## config.mk

```make
export PLATFORM = sky130hd
export DESIGN_NAME = axi_datamover_write
export DESIGN_NICKNAME = d
export VERILOG_FILES = /design/src/rtl/axi_datamover_write.sv
export SDC_FILE = /design/constraint.sdc
export NUM_CORES = 1
export LEC_CHECK = 0
export BUFFER_PORTS_ARGS = -buffer_cell sky130_fd_sc_hd__buf_2
export CAP_MARGIN = 20
export CELL_PAD_IN_SITES_DETAIL_PLACEMENT = 1
export CELL_PAD_IN_SITES_GLOBAL_PLACEMENT = 1
export CORE_MARGIN = 4
export CORE_UTILIZATION = 32
export CTS_CLUSTER_SIZE = 40
export DETAILED_ROUTE_END_ITERATION = 10
export PLACE_DENSITY = 0.91
export SYNTH_ARGS = -nofsm -noshare
export SYNTH_HDL_FRONTEND = slang
export SYNTH_SLANG_ARGS = --single-unit
```

## constraint.sdc

```tcl
create_clock -name clk -period 2.37 [get_ports clk]
set_input_delay 0.474 -clock clk [delete_from_list [all_inputs] [get_ports clk]]
set_output_delay 0.474 -clock clk [all_outputs]
set_load 0.02 [all_outputs]
```

## src/rtl/axi_datamover_write.sv

```systemverilog
// axi_datamover_write: S2MM DataMover client issuing one command, streaming user beats, and consuming status.
module axi_datamover_write #(
  parameter int DATA_WIDTH = 64,
  parameter int CMD_WIDTH  = 72,
  parameter int ADDR_WIDTH = 32,
  parameter int LEN_WIDTH  = 16,
  parameter int STS_WIDTH  = 8
) (
  input  logic                    clk,
  input  logic                    rstn,
  input  logic                    start,
  input  logic [ADDR_WIDTH-1:0]   waddr,
  input  logic [LEN_WIDTH-1:0]    wdata_len,
  output logic                    busy,
  output logic                    wready,
  input  logic                    wdata_vld,
  input  logic [DATA_WIDTH-1:0]   wdata,
  output logic                    done,
  output logic                    err,
  output logic [STS_WIDTH-1:0]    sts_code,
  output logic [CMD_WIDTH-1:0]    s2mm_cmd_tdata,
  output logic                    s2mm_cmd_tvalid,
  input  logic                    s2mm_cmd_tready,
  output logic [DATA_WIDTH-1:0]   s2mm_tdata,
  output logic [DATA_WIDTH/8-1:0] s2mm_tkeep,
  output logic                    s2mm_tlast,
  output logic                    s2mm_tvalid,
  input  logic                    s2mm_tready,
  input  logic [STS_WIDTH-1:0]    s2mm_sts_tdata,
  input  logic [STS_WIDTH/8-1:0]  s2mm_sts_tkeep,
  input  logic                    s2mm_sts_tlast,
  output logic                    s2mm_sts_tready,
  input  logic                    s2mm_sts_tvalid
);
  localparam int KW = DATA_WIDTH / 8;
  typedef enum logic [1:0] {IDLE, CMD, DATA, STS} state_t;
  state_t state, state_n;
  logic [3:0] tag;
  logic [LEN_WIDTH-1:0] remaining, rem, beats;
  logic [KW-1:0] last_keep;
  logic accept, cmd_hs, beat_hs, sts_hs, in_data, last;
  logic unused_sts;
  assign unused_sts = ^{s2mm_sts_tkeep, s2mm_sts_tlast};
  // rem/beats via mask and shift; KW is a power of two
  assign rem     = wdata_len & LEN_WIDTH'(KW - 1);
  assign beats   = (wdata_len >> $clog2(KW)) + LEN_WIDTH'(rem != '0);
  assign accept  = state == IDLE && start && wdata_len != '0;
  assign cmd_hs  = state == CMD && s2mm_cmd_tready;
  assign beat_hs = s2mm_tvalid && s2mm_tready;
  assign sts_hs  = state == STS && s2mm_sts_tvalid;
  assign in_data = state == DATA;
  assign last    = remaining == LEN_WIDTH'(1);
  assign busy            = state != IDLE;
  assign s2mm_cmd_tvalid = state == CMD;
  assign s2mm_sts_tready = state == STS;
  assign s2mm_tvalid     = in_data && wdata_vld;
  assign wready          = in_data && s2mm_tready;
  assign s2mm_tlast      = in_data && last;
  assign s2mm_tdata      = in_data ? wdata : '0;
  assign s2mm_tkeep      = !in_data ? '0 : last ? last_keep : '1;
  always_comb begin
    state_n = state;
    case (state)
      IDLE:    state_n = accept ? CMD : IDLE;
      CMD:     state_n = cmd_hs ? DATA : CMD;
      DATA:    state_n = beat_hs && last ? STS : DATA;
      default: state_n = sts_hs ? IDLE : STS;
    endcase
  end
  always_ff @(posedge clk or negedge rstn) begin
    if (!rstn) begin
      state          <= IDLE;
      tag            <= '0;
      remaining      <= '0;
      last_keep      <= '0;
      s2mm_cmd_tdata <= '0;
      done           <= 1'b0;
      err            <= 1'b0;
      sts_code       <= '0;
    end else begin
      state <= state_n;
      done  <= sts_hs;
      if (accept) begin
        s2mm_cmd_tdata <= {4'h0, tag, waddr, 1'b0, 1'b1, 6'h0, 1'b1, 23'(wdata_len)};
        remaining      <= beats;
        last_keep      <= rem == '0 ? '1 : ~({KW{1'b1}} << rem);
      end
      if (cmd_hs) tag <= tag + 4'd1;
      if (beat_hs) remaining <= remaining - LEN_WIDTH'(1);
      if (sts_hs) begin
        sts_code <= s2mm_sts_tdata;
        err      <= ~s2mm_sts_tdata[7] | s2mm_sts_tdata[6] | s2mm_sts_tdata[5] | s2mm_sts_tdata[4] |
                    (s2mm_sts_tdata[3:0] != s2mm_cmd_tdata[CMD_WIDTH-5 -: 4]);
      end
    end
  end
endmodule

```

### Word level (Yosys, flattened, before mapping)

Index checks and enable logic that the tools add are counted.

* add/sub/neg operators: 3
* multipliers: 0
* divide/modulo/power cells: 0
* order comparisons: 0
* equal/unequal tests: 5
* shifts and indexed selects: 1
* muxes and demuxes: 11
* bitwise operators: 6
* reductions and logical operators: 15

Operators by type and width (number)
* $mux W64: 1
* $mux W16: 2
* $reduce_bool A16 Y1: 2
* $mux W8: 3
* $eq A16 B1 Y1 const B: 1
* $logic_not A16 Y1: 1
* $sub A16 B1 Y16 const B: 1
* $add A13 B1 Y14: 1
* $logic_and A1 B1 Y1: 9
* $not A8 Y8: 1
* $shl A8 B3 Y8 const A: 1
* $pmux W2 S3: 1
* $add A4 B1 Y4 const B: 1
* $eq A2 B2 Y1 const B: 2
* $mux W2: 2
* $ne A4 B4 Y1: 1
* $or A1 B1 Y1: 4
* $reduce_bool A2 Y1: 2
* $eq A2 B1 Y1 const B: 1
* $logic_not A2 Y1: 1
* $mux W1: 2
* $not A1 Y1: 1

* register bits after elaboration: 94
* latch bits: 0
* bits in writable memories: 0
* ROM bits: 0
* input port bits: 129
* output and inout port bits: 160
* word-level logic and storage cells: 49
* memories kept: 0

### Depth between registers and ports, before layout

Gate-level depths: netlist of run 1.

* depth in word-level cells: 6
* depth in mapped cells: 10

### Least setup slack after synthesis of run 1

Ideal clock, no wire load.

* path kind: register to output
* start: register remaining[6]
* end: output port s2mm_tlast
* arrival time: 2.021 ns
* setup slack: -0.125 ns
* cell stages (with the launch flop): 5
* path through: dfrtp_1 -> or4_4 -> nor4_2 -> nand3_2 -> nor3b_1

* longest elaborated chain between the ends: 2

RTL lines
* from (decl): RTL line 39 `logic [LEN_WIDTH-1:0] remaining, rem, beats;`
* from (signal assigned): RTL line 85 `remaining <= beats;`
* from (signal assigned): RTL line 89 `if (beat_hs) remaining <= remaining - LEN_WIDTH'(1);`
* $eq A16 B1 Y1: RTL line 52 `assign last = remaining == LEN_WIDTH'(1);`
* $logic_and A1 B1 Y1: RTL line 58 `assign s2mm_tlast = in_data && last;`
* to (decl): RTL line 26 `output logic s2mm_tlast,`

No other way between the ends.

### Worst setup path after layout of run 1

* start: register remaining[3]
* end: output port s2mm_tkeep[3]

* longest elaborated chain between the ends: 3

RTL lines
* $eq A16 B1 Y1: RTL line 52
* $mux W8 (2 in series): RTL line 60 `assign s2mm_tkeep = !in_data ? '0 : last ? last_keep : '1;`
* to (decl): RTL line 25 `output logic [DATA_WIDTH/8-1:0] s2mm_tkeep,`

No other way between the ends.

==> results.json, run 1 <==
{
  "outcome": "finished with violations",
  "violations": "negative setup slack",
  "cts_max_level": 3,
  "setup.worst_path.class": "reg -> out",
  "die_area_sq_um": 17700,
  "routabilityCongestion": 0.830,
  "timing.max_cap.violations": 0,
  "syn_avg_cell_area_sq_um": 10.7,
  "setup-tns-final_ps": -3360,
  "syn-cell-area_sq_um": 5010,
  "clock_sink_count": 92,
  "root_buffer": "clkbuf_16",
  "antenna_found_initial": 17,
  "cts.path.max_buffers": 2,
  "met2_usage_pct": 42.8,
  "seq_area_frac_synth_pct": 46.0,
  "dp_hpwl_microns": 16600,
  "row_count": 45,
  "hp-class": "in -> async",
  "grt_max_degree": 75,
  "drive_gt1_share_pct": 49.4,
  "worst_pin_slew_ps": 624,
  "initial_core_util_pct": 32.8,
  "crit_required_ps": 1900,
  "vdd_drop_max_mv": 0.635,
  "synth_cells": 469,
  "cp_slowest_stage_delay_ps": 570,
  "relSlewSlack_pct": 58.0,
  "worst_slack_ps": -385,
  "placed_cell_area_sq_um": 6770,
  "cp_cell_sequence": "or4_4, nor4_4, nand3_2, buf_6, o21a_1, buf_6",
  "finish.instance_area_sq_um": 7150,
  "clkLatencyLatePin_ps": 330,
  "via_count": 4811,
  "synth_area_leaders": "dfrtp_1, mux2_2, and2_1, mux2_1, buf_4",
  "critPathMostFrequentCell": "buf_6",
  "grt_use_met3_pct": 5.63,
  "grt_pass1_wl_microns": 31000,
  "place.port_buffers": 268,
  "ys.warnings.count": 0,
  "drcViolationCount": 0,
  "maxSlewViolCount": 0,
  "post_drt_wl_per_cell_microns": 21.1,
  "setup_violations": 9,
  "synthToLayoutAreaGrowth_pct": 42.7,
  "num_io_pins": 289,
  "synth.distinct_cells": 57,
  "synth_top_area_share_pct": 46.0,
  "synth_edf_count": 0,
  "cts_hold_buffers": 0,
  "final.period_utilization_pct": 116,
  "path_clk_slew_ps": 70,
  "arrival_ps": 2280,
  "grt.total_usage_pct": 22.7,
  "cts_tree": "done",
  "rsz0062_at_grt": "true",
  "core-area_sq_um": 15300,
  "globalRoute.totalOverflow": 0,
  "routed_wl_microns": 20900,
  "async_flop_share_pct": 100,
  "vias_per_cell": 4.87,
  "nets": 898,
  "drt_iter0_drc": 192,
  "p_leak_nw": 3.57,
  "grt_use_met1_pct": 23.7,
  "busiest_layer": "met2",
  "synth_ff_type": "dfrtp_1",
  "yosysMostFrequentCell": "dfrtp_1",
  "yosysTopAreaCell": "dfrtp_1",
  "p_total_w": 0.00919,
  "fp.dieW_microns": 133,
  "powerDensity_nw_per_um2": 1290,
  "fmax_ghz": 0.363,
  "die_h_microns": 133,
  "crit_fanout": 7,
  "cts_inserted_buffers": 9,
  "skew_ps": 4.43,
  "drtAntennaViolNets": 0,
  "drt_first_pass_iters": 5,
  "cp_slowest_cell": "or4_4",
  "ys_seq_elements": 92,
  "synth_common_cells": "dfrtp_1, and2_1, nand2_1",
  "fin_crit_ps": 2750,
  "startpoint_type": "flip-flop",
  "critical_path.endpoint_type": "output port",
  "finalHoldViolCount": 0,
  "grt_pass1_vias": 5184
}
[layer usage]
| metal | wire (microns) | vias up |
|---|---|---|
| met5 | 21 | - |
| met4 | 758 | 4 |
| met2 | 11400 | 216 |
| met1 | 7270 | 2346 |
| li1 | - | 2197 |
| met3 | 1380 | 48 |
[where the power goes]
| group | internal (W) | switching, W | total (W) |
|---|---|---|---|
| Clock | 0.000728 | 0.000578 | 0.00131 |
| Sequential | 0.00232 | 0.000510 | 0.00283 |
| Combinational | 0.00208 | 0.00297 | 0.00505 |
| Total | 0.00513 | 0.00406 | 0.00919 |
[critical path: cells and delay by family, from the launching register on]
family,cells,cell delay (ps)
DFF,1,380
AOI/OAI and AO/OA,1,190
and+or+nand+nor,3,1060
buffers and inverters,2,320
[layout by cell type, fill, tap and decap left out, types with 11 or more instances in the layout]
cell,n
conb_1,18
o21a_1,13
dfrtp_1,91
buf_4,35
inv_1,12
and2_1,68
buf_2,258
mux2_2,40
mux2_1,18
nand2_1,41
diode_2,11
[layout make-up]
cell class                      count  area, sq um
Clock inverter                      2         12.5
Inverter                           13         48.8
Tap cell                          211          264
Sequential cell                    92         2300
Fill cell                        1829         8110
Clock buffer                       12          246
Antenna cell                       11         27.5
Multi-Input combinational cell    339         2500
Timing Repair Buffer              307         1750
[through the flow]
step                utilization, %  setup WS [ps]  hold slack [ps]  std cells
floorplan                        -           44.0              178        486
global placement              44.3          -65.3              435        960
detailed placement            44.3           -166              432        960
CTS                           46.6           -396             72.3        975
global route                  46.8           -473             88.9        985
finish                        46.8           -385             62.3        987
[what timing repair did]
item	CTS	global route
buffers inserted	1	1
resized for setup	21	2
setup endpoints to repair	9	28
pin swaps	8	7
[state kept, by name, indices dropped and copies added, names as in the netlist]
register / flops
done: 1
err: 1
last_keep: 8
remaining: 16
s2mm_cmd_tdata: 52
state: 2
sts_code: 8
tag: 4
[cell families after synthesis]
kind of cell	Yosys count	synth area share [%]
AO/OA/AOI/OAI	50	7.42
AND/OR/NAND/NOR	184	21.6
flip-flops	92	46.0
other	1	0.0749
XOR/XNOR	16	2.80
buffers and inverters	55	6.15
adder cells (fa/ha/maj)	7	1.75
multiplexers	64	14.2
[worst paths after layout]
path / from / end / slack (ps) / depth (start not counted)
max: remaining[3] / s2mm_tkeep[3] / -380 / 6
min: rstn / s2mm_cmd_tdata[45] / 60 / 1
max reg2reg: state[0] / remaining[6] / 250 / 4
min reg2reg: sts_code[5] / sts_code[5] / 470 / 2
max in group asynchronous: rstn / remaining[10] / 1600 / 2
min in group clk: waddr[28] / s2mm_cmd_tdata[60] / 360 / 2
Note: power is estimated with default switching activity, not from simulation.
==> run 2: changes to the inputs <==
- BUFFER_PORTS_ARGS: -buffer_cell sky130_fd_sc_hd__buf_2 -> unset
- CORE_UTILIZATION: 32 -> 35
- DONT_BUFFER_PORTS: unset -> 1
- PLACE_DENSITY: 0.91 -> 0.74
==> run 2 against run 1 <==
Effect of this change:
- the run ends with negative hold slack, negative setup slack left
- power shrank 13%
- global-route usage shrank 2.8 points
- worst setup slack gained 90 ps
- routed wire length shrank 19%
- first-iteration DRC count shrank 45%
- clock power grew 3%
- critical endpoint is now s2mm_tlast
- highest routed layer is now met4
==> results.json, run 2 (synthesis results as in run 1) <==
{
  "drt_first_pass_iters": 6,
  "dp_cells": 658,
  "sw_frac_of_total_pct": 45.7,
  "critical_path.endpoint_type": "output port",
  "root_buffer": "clkbuf_16",
  "routabilityCongestion": 0.994,
  "grt_pass1_wl_microns": 24400,
  "grt_use_met1_pct": 19.1,
  "largest_reg_flops": 52,
  "grt_max_degree": 93,
  "top_register": "s2mm_cmd_tdata",
  "ff2ff_path_depth": 6,
  "place.port_buffers": 0,
  "intPower_w": 0.00434,
  "cp_slowest_stage_delay_ps": 570,
  "via_count": 3676,
  "final_cells": 675,
  "violations": "negative hold slack, negative setup slack",
  "outcome": "finished with violations",
  "core-area_sq_um": 13900,
  "vdd_drop_max_mv": 0.675,
  "layout_commonest_cell": "dfrtp_1",
  "crit_fanout": 2,
  "skew_ps": 8.20,
  "routed_wl_microns": 16900,
  "die_area_sq_um": 16300,
  "reg_top3": "s2mm_cmd_tdata (52), remaining (16)",
  "path_clk_slew_ps": 70,
  "cts_tree": "done",
  "row_count": 43,
  "cp_top_family": "simple AND/OR/NAND/NOR gates",
  "setup-tns-final_ps": -2400,
  "final.period_utilization_pct": 112,
  "drive_gt1_share_pct": 23.5,
  "hp-class": "in -> async",
  "arrival_ps": 2190,
  "p_comb_share_pct": 38.4,
  "cp_cell_sequence": "or4_4, nor4_4, nand3_2, buf_6, nor3b_2, buf_4",
  "startpoint_type": "flip-flop",
  "dp_hpwl_microns": 13500,
  "grt_use_met3_pct": 6.94,
  "whs_ps": -181,
  "antenna_found_initial": 12,
  "die_h_microns": 128,
  "fin_crit_ps": 2660,
  "initial_core_util_pct": 35.9,
  "drcViolationCount": 0,
  "nets": 626,
  "timing.max_cap.violations": 0,
  "final_cell_mix": "dfrtp_1, and2_1, nand2_1",
  "crit_required_ps": 1900,
  "rsz0062_at_grt": "true",
  "p_leak_nw": 2.39,
  "num_io_pins": 289,
  "cts_inserted_buffers": 9,
  "fmax_ghz": 0.375,
  "clock_sink_count": 92,
  "vias_per_cell": 5.45,
  "cp_num_cells": 6,
  "cts_max_level": 3,
  "power.switching_w": 0.00364,
  "drtAntennaViolNets": 0,
  "drt_iter0_drc": 106,
  "maxSlewViolCount": 0,
  "setup_violations": 9,
  "synthToLayoutAreaGrowth_pct": 13.1,
  "crit_buf_inv": 2,
  "finalHoldViolCount": 92,
  "worst_slack_ps": -295,
  "grt_pass1_vias": 3972,
  "pwr-share-clk_pct": 17.0,
  "cp_slowest_cell": "or4_4",
  "powerDensity_nw_per_um2": 1410,
  "post_drt_wl_per_cell_microns": 25.0,
  "globalRoute.totalOverflow": 0,
  "busiest_layer": "met2",
  "setup.worst_path.class": "reg -> out",
  "p_seq_share_pct": 44.7,
  "fp.dieW_microns": 128,
  "met2_usage_pct": 39.5,
  "cts.path.max_buffers": 2,
  "worst_pin_slew_ps": 546,
  "relSlewSlack_pct": 63.6,
  "grt.total_usage_pct": 19.9,
  "clkLatencyLatePin_ps": 340
}
## run 2: changes by cell type in the layout (fill, tap and decap cells not counted), sizes merged
cell,before,now
clkbuf,12,10
inv,12,13
buf,307,35
clkinvlp,1,3
diode,11,1
## run 2: repair_timing
| action | 4_1_cts | 5_1_grt |
|---|---|---|
| gates resized for setup | 12 | 1 |
| endpoints found under the setup margin | 9 | 10 |
| setup buffers | 1 | 0 |
| endpoints found under the hold margin | 92 | 92 |
| gates cloned | 0 | 0 |
| pin swaps | 3 | 0 |
## run 2: routing by layer
| layer | wire, microns | vias to the layer above |
|---|---|---|
| li1 | - | 1639 |
| met1 | 5440 | 1771 |
| met2 | 9460 | 224 |
| met3 | 1550 | 42 |
| met4 | 397 | 0 |
| met5 | 0 | - |
## run 2: path summary, 6_finish.rpt
check	from	endpoint	slack, ps
hold reg to reg	tag[3]	tag[3]	470
setup reg to reg	state[1]	remaining[6]	400
setup / recovery	remaining[10]	s2mm_tlast	-290
min in group clk	s2mm_sts_tdata[7]	sts_code[7]	240
hold / removal	rstn	s2mm_cmd_tdata[36]	-180
max in group asynchronous	rstn	s2mm_cmd_tdata[8]	2450
## run 2: cell type report
type	count	area, sq um
diodes	1	2.50
fillers	1551	8270
repair buffers	35	292
inverters	13	48.8
multi-input cells	339	2520
clock inverters	5	36.3
flip-flops and latches	92	2300
well taps	180	225
clock buffers	10	239
## run 2: metrics by stage
| step | utilization, % | setup WS, ps | area, sq um | total power, W | hold WS, ps |
|---|---|---|---|---|---|
| final | 40.6 | -295 | 5660 | 0.00798 | -181 |
| after global routing | 40.6 | -401 | 5660 | 0.00847 | -200 |
| after CTS | 40.6 | -332 | 5660 | 0.00807 | -190 |
| after detailed placement | 38.3 | -58.4 | 5340 | 0.00663 | 181 |
| after global placement | 38.3 | -11.9 | 5340 | 0.00647 | 181 |
| after floorplan | - | 44.0 | 5080 | 0.00579 | 178 |
## run 2: worst register-to-register path, stage by stage (launching register included)
cell and delay [ps]:
dfrtp_1 430, buf_4 180, nand4b_1 290, buf_4 270, nor4_1 440, nor3_1 120
mux2i_1 170
## run 2: power groups by stage
stage / logic (W) / registers, W / clock network [W]
2_1_floorplan: 0.00238 / 0.00341 / 0
3_3_place_gp: 0.00292 / 0.00356 / 0
3_5_place_dp: 0.00305 / 0.00358 / 0
4_1_cts: 0.00309 / 0.00359 / 0.00139
5_1_grt: 0.00332 / 0.00368 / 0.00147
6_report: 0.00306 / 0.00356 / 0.00135
==> run 3: changes to the inputs <==
- ABC_AREA: unset -> 0
- CORE_MARGIN: 4 -> unset
- SETUP_SLACK_MARGIN: unset -> 0.05
==> run 3 against run 2 <==
Effect of this change:
- die area is 9.2% lower
- hold slack better by 10 ps
- register-to-register slack worse by 60 ps
- first-iteration DRC count is 28% higher
- the run still ends with negative hold slack, negative setup slack left
- utilization is 0.92 points higher
- largest power group unchanged
- clock-buffer cell count stayed put
- largest cell class unchanged
- sequential share of layout area is 0.90 points lower
- final area is 2.3% higher
- sequential power hardly changed
- clock skew is 3.5 ps lower
- global-route usage is 1.5 points higher
- non-clock buffer count is 2 higher
==> results.json, run 3 (synthesis results as in run 1) <==
{
  "cts_inserted_buffers": 9,
  "via_count": 3718,
  "fmax_ghz": 0.372,
  "dp_hpwl_microns": 12900,
  "nets": 628,
  "die_h_microns": 122,
  "routed_wl_microns": 16200,
  "rsz0062_at_grt": "true",
  "busiest_layer": "met2",
  "multiInputGateArea_sq_um": 2560,
  "skew_ps": 4.74,
  "p_leak_nw": 2.43,
  "num-fill-cells": 1533,
  "placed_cell_area_sq_um": 5370,
  "die_area_sq_um": 14800,
  "grt_pass1_wl_microns": 23100,
  "outcome": "finished with violations",
  "root_buffer": "clkbuf_16",
  "crit_fanout": 7,
  "fp.dieW_microns": 122,
  "post-cts-setup-buffer-count": 0,
  "core-area_sq_um": 13900,
  "place.port_buffers": 0,
  "grt_use_met3_pct": 6.32,
  "drtAntennaViolNets": 0,
  "layout_commonest_cell": "dfrtp_1",
  "powerDensity_nw_per_um2": 1430,
  "routabilityCongestion": 0.841,
  "grt_pass1_vias": 3905,
  "register_area_sq_um": 2300,
  "grt_use_met1_pct": 19.9,
  "cts_max_level": 3,
  "arrival_ps": 2210,
  "row_count": 43,
  "clock_sink_count": 92,
  "clkLatencyLatePin_ps": 330,
  "num_io_pins": 289,
  "drt_iter0_drc": 136,
  "grt_max_degree": 93,
  "synthToLayoutAreaGrowth_pct": 15.6,
  "whs_ps": -171,
  "finalHoldViolCount": 92,
  "path_clk_slew_ps": 70,
  "pre_cts_slack_ps": -119,
  "worst_pin_slew_ps": 655,
  "cts_tree": "done",
  "final.period_utilization_pct": 113,
  "startpoint_type": "flip-flop",
  "antenna_found_initial": 11,
  "dp_cells": 661,
  "timing.max_cap.violations": 0,
  "violations": "negative hold slack, negative setup slack",
  "cts.path.max_buffers": 2,
  "setup_violations": 9,
  "globalRoute.totalOverflow": 0,
  "drt_first_pass_iters": 4,
  "met2_usage_pct": 44.9,
  "relSlewSlack_pct": 56.3,
  "vdd_drop_max_mv": 0.678,
  "setup.worst_path.class": "reg -> out",
  "initial_core_util_pct": 35.9,
  "finish.instance_area_sq_um": 5790,
  "maxSlewViolCount": 0,
  "top_register": "s2mm_cmd_tdata",
  "final_cell_mix": "dfrtp_1, and2_1, nand2_1",
  "final_cells": 685,
  "worst_slack_ps": -315,
  "critical_path.endpoint_type": "output port",
  "hp-class": "in -> async",
  "p_total_w": 0.00829,
  "vias_per_cell": 5.43,
  "crit_required_ps": 1900,
  "drcViolationCount": 0,
  "grt.total_usage_pct": 21.5,
  "fin_crit_ps": 2680,
  "largest_reg_flops": 52,
  "drive_gt1_share_pct": 23.8,
  "post_drt_wl_per_cell_microns": 23.7,
  "reg_top3": "s2mm_cmd_tdata (52), remaining (16)"
}
## run 3: timing repair
item                                    CTS  global route
endpoints found under the setup margin    9             9
pin swaps                                 3             1
hold endpoints to repair                 92            92
gates resized for setup                  19             0
## run 3: path summary, 6_finish.rpt
| kind | startpoint | slack, ps | to | cells past startpoint |
|---|---|---|---|---|
| max | remaining[12] | -310 | s2mm_tkeep[5] | 5 |
| min | rstn | -170 | s2mm_cmd_tdata[66] | 0 |
| max reg2reg | state[0] | 340 | remaining[15] | 5 |
| min reg2reg | tag[3] | 500 | tag[3] | 1 |
| max in group asynchronous | rstn | 2440 | remaining[5] | 0 |
| min in group clk | s2mm_sts_tdata[3] | 240 | sts_code[3] | 2 |
## run 3: final cells by class
class,instances,share of cell area (%)
diodes,9,0.389
flip-flops and latches,92,39.8
repair buffers,37,5.30
clock buffers,10,4.13
well taps,180,3.89
multi-input cells,339,44.2
inverters,13,0.843
clock inverters,5,1.45
## run 3: per-stage QoR
stage | hold WS, ps | TNS [ps] | utilization, %
2_1_floorplan | 178 | 0 | -
3_5_place_dp | 181 | -861 | 38.5
4_1_cts | -180 | -2930 | 41.4
3_3_place_gp | 181 | -90.7 | 38.5
5_1_grt | -185 | -3280 | 41.4
6_report | -171 | -2710 | 41.5
## run 3: routing by layer
layer / routed length, microns / up-vias
met3: 1380 / 15
met5: 0 / -
li1: - / 1652
met1: 5240 / 1853
met2: 9430 / 198
met4: 173 / 0
## run 3: report_power, final
group          total, W  switching, W  internal, W
registers       0.00354       0.00122      0.00232
clock network   0.00155      0.000597     0.000951
logic           0.00320       0.00184      0.00136
## run 3: worst max-delay path, stage by stage, from the launching register on
cell,delay (ps)
dfrtp_1,380
or4_4,560
nor4_4,340
nand3_2,180
buf_6,190
o21a_4,230
